`src/rtl/psr_branch_resolver.sv`:
```
// Branch resolver: latches ALU flags into a masked PSR, evaluates 4-bit condition
// codes (with same-cycle flag bypass) and returns a registered decision to fetch.
module psr_branch_resolver #(
  parameter int BITSIZE = 16,
  parameter int CNT_EN  = 1
) (
  input  logic               clk,
  input  logic               rst_n,
  input  logic [BITSIZE-1:0] flags_in,
  input  logic               flags_we,
  input  logic               flags_pending,
  input  logic               req_valid,
  output logic               req_ready,
  input  logic [3:0]         req_cond,
  input  logic [BITSIZE-1:0] req_target,
  output logic               br_valid,
  input  logic               br_ready,
  output logic               br_taken,
  output logic [BITSIZE-1:0] br_target,
  output logic [BITSIZE-1:0] psr,
  output logic [BITSIZE-1:0] taken_cnt,
  output logic [BITSIZE-1:0] nottaken_cnt
);

  // Only N(7), Z(6), F(5), L(2) and C(0) are architecturally kept in the PSR.
  localparam logic [BITSIZE-1:0] FLAG_MASK = BITSIZE'(16'h00E5);

  typedef enum logic [3:0] {
    COND_EQ = 4'h0, COND_NE = 4'h1, COND_CS = 4'h2, COND_CC = 4'h3,
    COND_HI = 4'h4, COND_LS = 4'h5, COND_GT = 4'h6, COND_LE = 4'h7,
    COND_FS = 4'h8, COND_FC = 4'h9, COND_LO = 4'hA, COND_HS = 4'hB,
    COND_LT = 4'hC, COND_GE = 4'hD, COND_UC = 4'hE, COND_NV = 4'hF
  } cond_e;

  // Handshake: a request transfers on a cycle where req_valid & req_ready;
  // a decision transfers on a cycle where br_valid & br_ready. br_* stay stable
  // while br_valid=1 and br_ready=0.
  logic accept;
  logic cond_true;
  logic c_eff, l_eff, f_eff, z_eff, n_eff;

  assign req_ready = !(flags_pending && !flags_we) && (!br_valid || br_ready);
  assign accept    = req_valid && req_ready;

  // A flag write in the accept cycle bypasses the PSR so the branch sees it.
  always_comb begin
    c_eff = psr[0];
    l_eff = psr[2];
    f_eff = psr[5];
    z_eff = psr[6];
    n_eff = psr[7];
    if (flags_we) begin
      c_eff = flags_in[0];
      l_eff = flags_in[2];
      f_eff = flags_in[5];
      z_eff = flags_in[6];
      n_eff = flags_in[7];
    end
  end

  always_comb begin
    cond_true = 1'b0;
    case (cond_e'(req_cond))
      COND_EQ: cond_true = z_eff;
      COND_NE: cond_true = !z_eff;
      COND_CS: cond_true = c_eff;
      COND_CC: cond_true = !c_eff;
      COND_HI: cond_true = l_eff;
      COND_LS: cond_true = !l_eff;
      COND_GT: cond_true = n_eff;
      COND_LE: cond_true = !n_eff;
      COND_FS: cond_true = f_eff;
      COND_FC: cond_true = !f_eff;
      COND_LO: cond_true = !l_eff && !z_eff;
      COND_HS: cond_true = l_eff || z_eff;
      COND_LT: cond_true = !n_eff && !z_eff;
      COND_GE: cond_true = n_eff || z_eff;
      COND_UC: cond_true = 1'b1;
      COND_NV: cond_true = 1'b0;
      default: cond_true = 1'b0;
    endcase
  end

  always_ff @(posedge clk or negedge rst_n) begin
    if (!rst_n) begin
      psr <= '0;
    end else if (flags_we) begin
      psr <= flags_in & FLAG_MASK;
    end
  end

  // Single-entry output slot; reloads on the same edge it drains.
  always_ff @(posedge clk or negedge rst_n) begin
    if (!rst_n) begin
      br_valid  <= 1'b0;
      br_taken  <= 1'b0;
      br_target <= '0;
    end else if (accept) begin
      br_valid  <= 1'b1;
      br_taken  <= cond_true;
      br_target <= req_target;
    end else if (br_ready) begin
      br_valid  <= 1'b0;
    end
  end

  if (CNT_EN != 0) begin : g_cnt
    logic [BITSIZE-1:0] taken_q;
    logic [BITSIZE-1:0] nottaken_q;

    always_ff @(posedge clk or negedge rst_n) begin
      if (!rst_n) begin
        taken_q    <= '0;
        nottaken_q <= '0;
      end else if (accept) begin
        if (cond_true) begin
          if (taken_q != '1) taken_q <= taken_q + BITSIZE'(1);
        end else begin
          if (nottaken_q != '1) nottaken_q <= nottaken_q + BITSIZE'(1);
        end
      end
    end

    assign taken_cnt    = taken_q;
    assign nottaken_cnt = nottaken_q;
  end else begin : g_nocnt
    assign taken_cnt    = '0;
    assign nottaken_cnt = '0;
  end

endmodule

```
`config.mk`:
```
export PLATFORM = sky130hd
export DESIGN_NAME = psr_branch_resolver
export DESIGN_NICKNAME = d
export VERILOG_FILES = /design/src/rtl/psr_branch_resolver.sv
export SDC_FILE = /design/constraint.sdc
export NUM_CORES = 1
export LEC_CHECK = 0
export CORE_ASPECT_RATIO = 1.4
export CORE_MARGIN = 4
export CORE_UTILIZATION = 47
export DETAILED_ROUTE_END_ITERATION = 8
export PLACE_DENSITY = 0.88
export SYNTH_ARGS = -nofsm -noshare
export SYNTH_HDL_FRONTEND = slang
export SYNTH_SLANG_ARGS = --single-unit
export TNS_END_PERCENT = 50
```
`constraint.sdc`:
```
create_clock -name clk -period 4.88 [get_ports clk]
set_clock_uncertainty 0.1 [all_clocks]
set_input_delay 0.488 -clock clk [delete_from_list [all_inputs] [get_ports clk]]
set_output_delay 0.488 -clock clk [all_outputs]
set_load 0.1 [all_outputs]
```
After elaboration in Yosys (flattened, before gate mapping)

Index checks and enable logic that the tools add are counted.
Widths: inputs -> output; s select.

RAM bits: 0
Latch bits: 0
ROM bits: 0
Flip-flop bits (word level): 55
Logic and storage cells: 54
Output and inout bits: 67
Memories kept: 0

$lt $le $gt $ge: 0
Mux-type cells: 8
Equality and inequality tests: 17
Add/sub/neg operators: 2
Divide/modulo/power cells: 0
Reductions and logical operators: 20
Bitwise operators: 1
Shifts and indexed selects: 0
Multipliers: 0

Operators with widths:

| operator              | count |
|---|---|
| $add 16x1->16 const B | 2 |
| $eq 4x4->1 const B    | 8 |
| $ne 16x16->1 const B  | 2 |
| $eq 4x3->1 const B    | 4 |
| $pmux 1 s16           | 1 |
| $eq 4x2->1 const B    | 2 |
| $logic_not 1->1       | 8 |
| $mux 1                | 7 |
| $reduce_and 3->1      | 2 |
| $logic_and 1x1->1     | 5 |
| $eq 4x1->1 const B    | 1 |
| $logic_not 4->1       | 1 |
| $logic_or 1x1->1      | 3 |
| $reduce_bool 2->1     | 1 |
| $not 1->1             | 1 |

Depth between registers and ports, before layout

Word-level depth: 6
Mapped depth: 10

Worst setup path before layout

No wires, ideal clock.

Path kind: reg2reg
Start: reg br_valid
End: reg g_cnt.taken_q[6] (netlist: taken_cnt[6])
Data required time: 4,621 ps
Cell stages (with the launch flop): 10
Path buffers: 2
Data arrival time: 3,067 ps
Setup time: 159 ps
Slack: 1,554 ps
Path through: dfrtp_1 -> nor2b_1 -> a21oi_2 -> and2_1 -> buf_2 -> o31a_1 -> buf_2 -> and2b_1 -> nand4_1 -> xnor2_1

Longest elaborated chain between the ends: 5

RTL lines:

| what                       | line | RTL |
|---|---|---|
| start, declared            | 16   | `output logic br_valid,` |
| start signal, assigned     | 95   | `br_valid <= 1'b0;` |
| start signal, assigned     | 99   | `br_valid <= 1'b1;` |
| start signal, assigned     | 103  | `br_valid <= 1'b0;` |
| $logic_not 1->1            | 42   | `assign req_ready = !(flags_pending && !flags_we) && (!br_valid \|\| br_ready);` |
| $logic_or 1x1->1           | 42   |  |
| $logic_and 1x1->1          | 42   |  |
| via req_ready              | 13   | `output logic req_ready,` |
| $logic_and 1x1->1          | 43   | `assign accept = req_valid && req_ready;` |
| $reduce_and 3->1 (no line) | n/a  |  |
| end signal, assigned       | 117  | `if (taken_q != '1) taken_q <= taken_q + BITSIZE'(1);` |
| end, declared              | 108  | `logic [BITSIZE-1:0] taken_q;` |

The timed path passes the listed nets, and every way through them passes these cells.
A chain may end at the register's enable or synchronous reset.

Worst setup path after layout

Start: in flags_we
End: out req_ready

Longest elaborated chain between the ends: 4

RTL lines:

| what              | line | RTL |
|---|---|---|
| start, declared   | 10   | `input logic flags_we,` |
| $logic_not 1->1   | 42   |  |
| $logic_and 1x1->1 | 42   |  |
| $logic_not 1->1   | 42   |  |
| $logic_and 1x1->1 | 42   |  |
| end, declared     | 13   |  |

No other way between the ends.

==> metrics.md <==
| Metric | Value |
|---|---|
| Async SR Flop Fraction | 100% |
| Pin count of the biggest net entering global routing | 56 |
| # DRC | 0 |
| Initial Util | 49.1% |
| Pwr/cell area | 487 nW/um^2 |
| Grt ovf | 0 |
| CP Data Required Time | 4.29 ns |
| Post-synthesis compound-gate area fraction | 2.75% |
| Vias/cell | 5.27 |
| DR pass1 iterations | 4 |
| Startpoint types | input port |
| Die Y | 98.2 um |
| Distinct cell type count after synthesis | 39 |
| Main combinational cell family by area after synthesis | simple AND/OR/NAND/NOR gates |
| Final instance area | 3670 um^2 |
| FF+latch count, synth | 55 |
| Via count | 2247 |
| Max-slew headroom | 31.9% |
| Core Rows | 32 |
| Synth Instances | 274 |
| Post-route setup slack | 1.65 ns |
| Critical path peak fanout | 11 |
| Multi-input gate area | 1210 um^2 |
| Leak Pwr | 0.00165 uW |
| Clock-pin slew on the worst setup and hold paths | 0.10 ns |
| Placed Instances | 418 |
| Number of port buffers | 86 |
| First-pass GRT wire length | 10500 um |
| YS warnings | 0 |
| Routed wire per std cell | 14.8 um |
| Num CTS Buffers | 5 |
| Gp weighted congestion | 0.829 |
| Final Hold Viols | 0 |
| Post-DP Area | 3580 um^2 |
| Top cells by count, synth | 58 x nand2_1, 55 x dfrtp_1, 20 x nand3_1 |
| Worst Max-Slew Pin Slew | 1.02 ns |
| Yosys top cell by area | dfrtp_1 |
| Worst skew pair latency | 0.31 ns |
| GR Util All Layers | 18.6% |
| Xor and xnor area share after synthesis | 10.3% |
| Clock Tree Buf Depth | 2 |
| Register area | 1380 um^2 |
| CORE AREA | 5570 um^2 |
| Critical path endpoint category | output port |
| Die W | 72.4 um |
| Area contributors post-synth | dfrtp_1 50%, nand2_1 8.0%, xnor2_1 5.8% |
| Post-route clock period utilization | 66.3% |
| Worst Hold Class | in -> async |
| ANT cells | 0 |
| Num Clock Sinks | 55 |
| Worst VDD drop | 0.406 mV |
| Remaining antenna violation count | 0 |
| Share of the synthesized area in the top cell type | 50.4% |
| Antenna violations before repair | 0 |
| Vias in the first global route | 2253 |
| MaxCap Viol Count | 0 |
| RSZ-0062 raised after global routing | no |
| Synth Area in Simple Gates | 24.2% |
| Fraction of layout cells with a size suffix above 1 | 7.26% |
| CTS Hold Bufs | 0 |
| Routed wire length | 6290 um |
| Place WS | 1.64 ns |
| Top-count cell post-synth | nand2_1 |
| CTS tree | built |
| DRT iter0 DRCs | 87 |
| Syn-to-layout area delta | 34.2% |
| Adder-Cell Fraction of Synth Area | 0.916% |
| Finished Layout Cells | 426 |
| Setup bufs post-CTS | 0 |
| Post-synth design cell area | 2730 um^2 |
| Multiplexer share of the synthesized area | 4.76% |
| Clock Tree Root | clkbuf_8 |
| Final min period | 3.23 ns |
| Final-report max-slew violation count | 0 |
| HPWL after DPL | 4710 um |
| Syn avg cell area | 9.97 um^2 |
| Number of synthesized flops with an enable pin | 0 |
| Total die area | 7120 um^2 |
| Crit Path Category | in -> out |
| Post-synth top flop | dfrtp_1 |
| H-Tree Level Count | 2 |
| Status | complete, no violations |
| Critical path data arrival time | 2.65 ns |
| Finish-stage setup viols | 0 |
| Post-CTS Resized | 0 |
| Setup TNS | 0 ns |
| Final core utilization | 65.9% |
| Ports | 109 |
| Worst reg2reg path depth | 8 |
| FILL cells | 450 |
| Part of the Yosys area used for sequential elements | 50.4% |
| Layout Nets | 401 |
| FMAX | 0.309 GHz |
report_power, final:
group,switching (uW),total [uW],internal [uW]
Sequential,77.0,606,529
Clock,145,245,100
Combinational,725,936,210
Total,947,1790,839
path summary, 6_finish.rpt:
| path | from | endpoint | slack (ns) |
|---|---|---|---|
| hold reg to reg | br_target[5] | br_target[5] | 0.39 |
| max in group asynchronous | rst_n | taken_cnt[12] | 4.04 |
| min in group clk | br_target[5] | br_target[5] | 0.39 |
| hold / removal | rst_n | nottaken_cnt[15] | 0.18 |
| setup / recovery | flags_we | req_ready | 1.65 |
| setup reg to reg | br_valid | taken_cnt[14] | 2.50 |
cell usage in the layout (no fill, tap or decap), types with 2 or more instances in the layout:
cell type / Yosys / final
mux2_2: 7 / 7
nor2_1: 8 / 8
nand2b_1: 2 / 2
nand4_1: 17 / 17
and2_1: 2 / 2
clkinvlp_4: 0 / 2
clkbuf_8: 0 / 5
dfrtp_1: 55 / 55
ha_1: 2 / 2
xor2_1: 14 / 14
nor3_1: 11 / 11
nand2_1: 58 / 58
clkdlybuf4s50_1: 0 / 85
nand3_1: 20 / 20
or4_1: 3 / 3
conb_1: 1 / 11
buf_4: 11 / 4
nor4_2: 2 / 2
xnor2_1: 18 / 18
and3_1: 6 / 6
mux2i_1: 4 / 4
inv_1: 4 / 4
cells by family after synthesis:
family	count (synthesis)
mux	12
simple gates	135
fa+ha+maj	2
compound gates	8
buf+inv	29
other cells	1
xor+xnor	32
flops	55
critical path, cell delays in order:
cell and delay, ns:
clkdlybuf4s50_1 0.74, inv_2 0.09, a21oi_2 0.17, clkdlybuf4s50_1 1.15
stage by stage:
stage                     power [uW]  hold WS (ns)
after floorplan                 1330        0.0924
after global placement          1540         0.358
after detailed placement        1550         0.364
after CTS                       1800         0.214
after global routing            1870         0.246
final                           1790         0.176
state kept, by name, indices dropped and copies added (netlist names):
signal / flops
taken_cnt: 16
br_valid: 1
nottaken_cnt: 16
br_taken: 1
br_target: 16
psr: 5
final cells by class:
| type | count | share of cell area (%) |
|---|---|---|
| Sequential cell | 55 | 37.5 |
| Multi-Input combinational cell | 200 | 33.1 |
| Timing Repair Buffer | 90 | 24.1 |
| Tap cell | 68 | 2.32 |
| Clock buffer | 5 | 1.88 |
| Clock inverter | 3 | 0.546 |
| Inverter | 5 | 0.512 |
metal layers:
layer	global-route usage, %	vias up	wire length (um)
met5	0	-	0
met4	9.66	0	191
met3	2.88	18	354
met2	32.3	82	3280
met1	21.5	1073	2460
li1	-	1074	-
(Power assumes the default switching activity.)
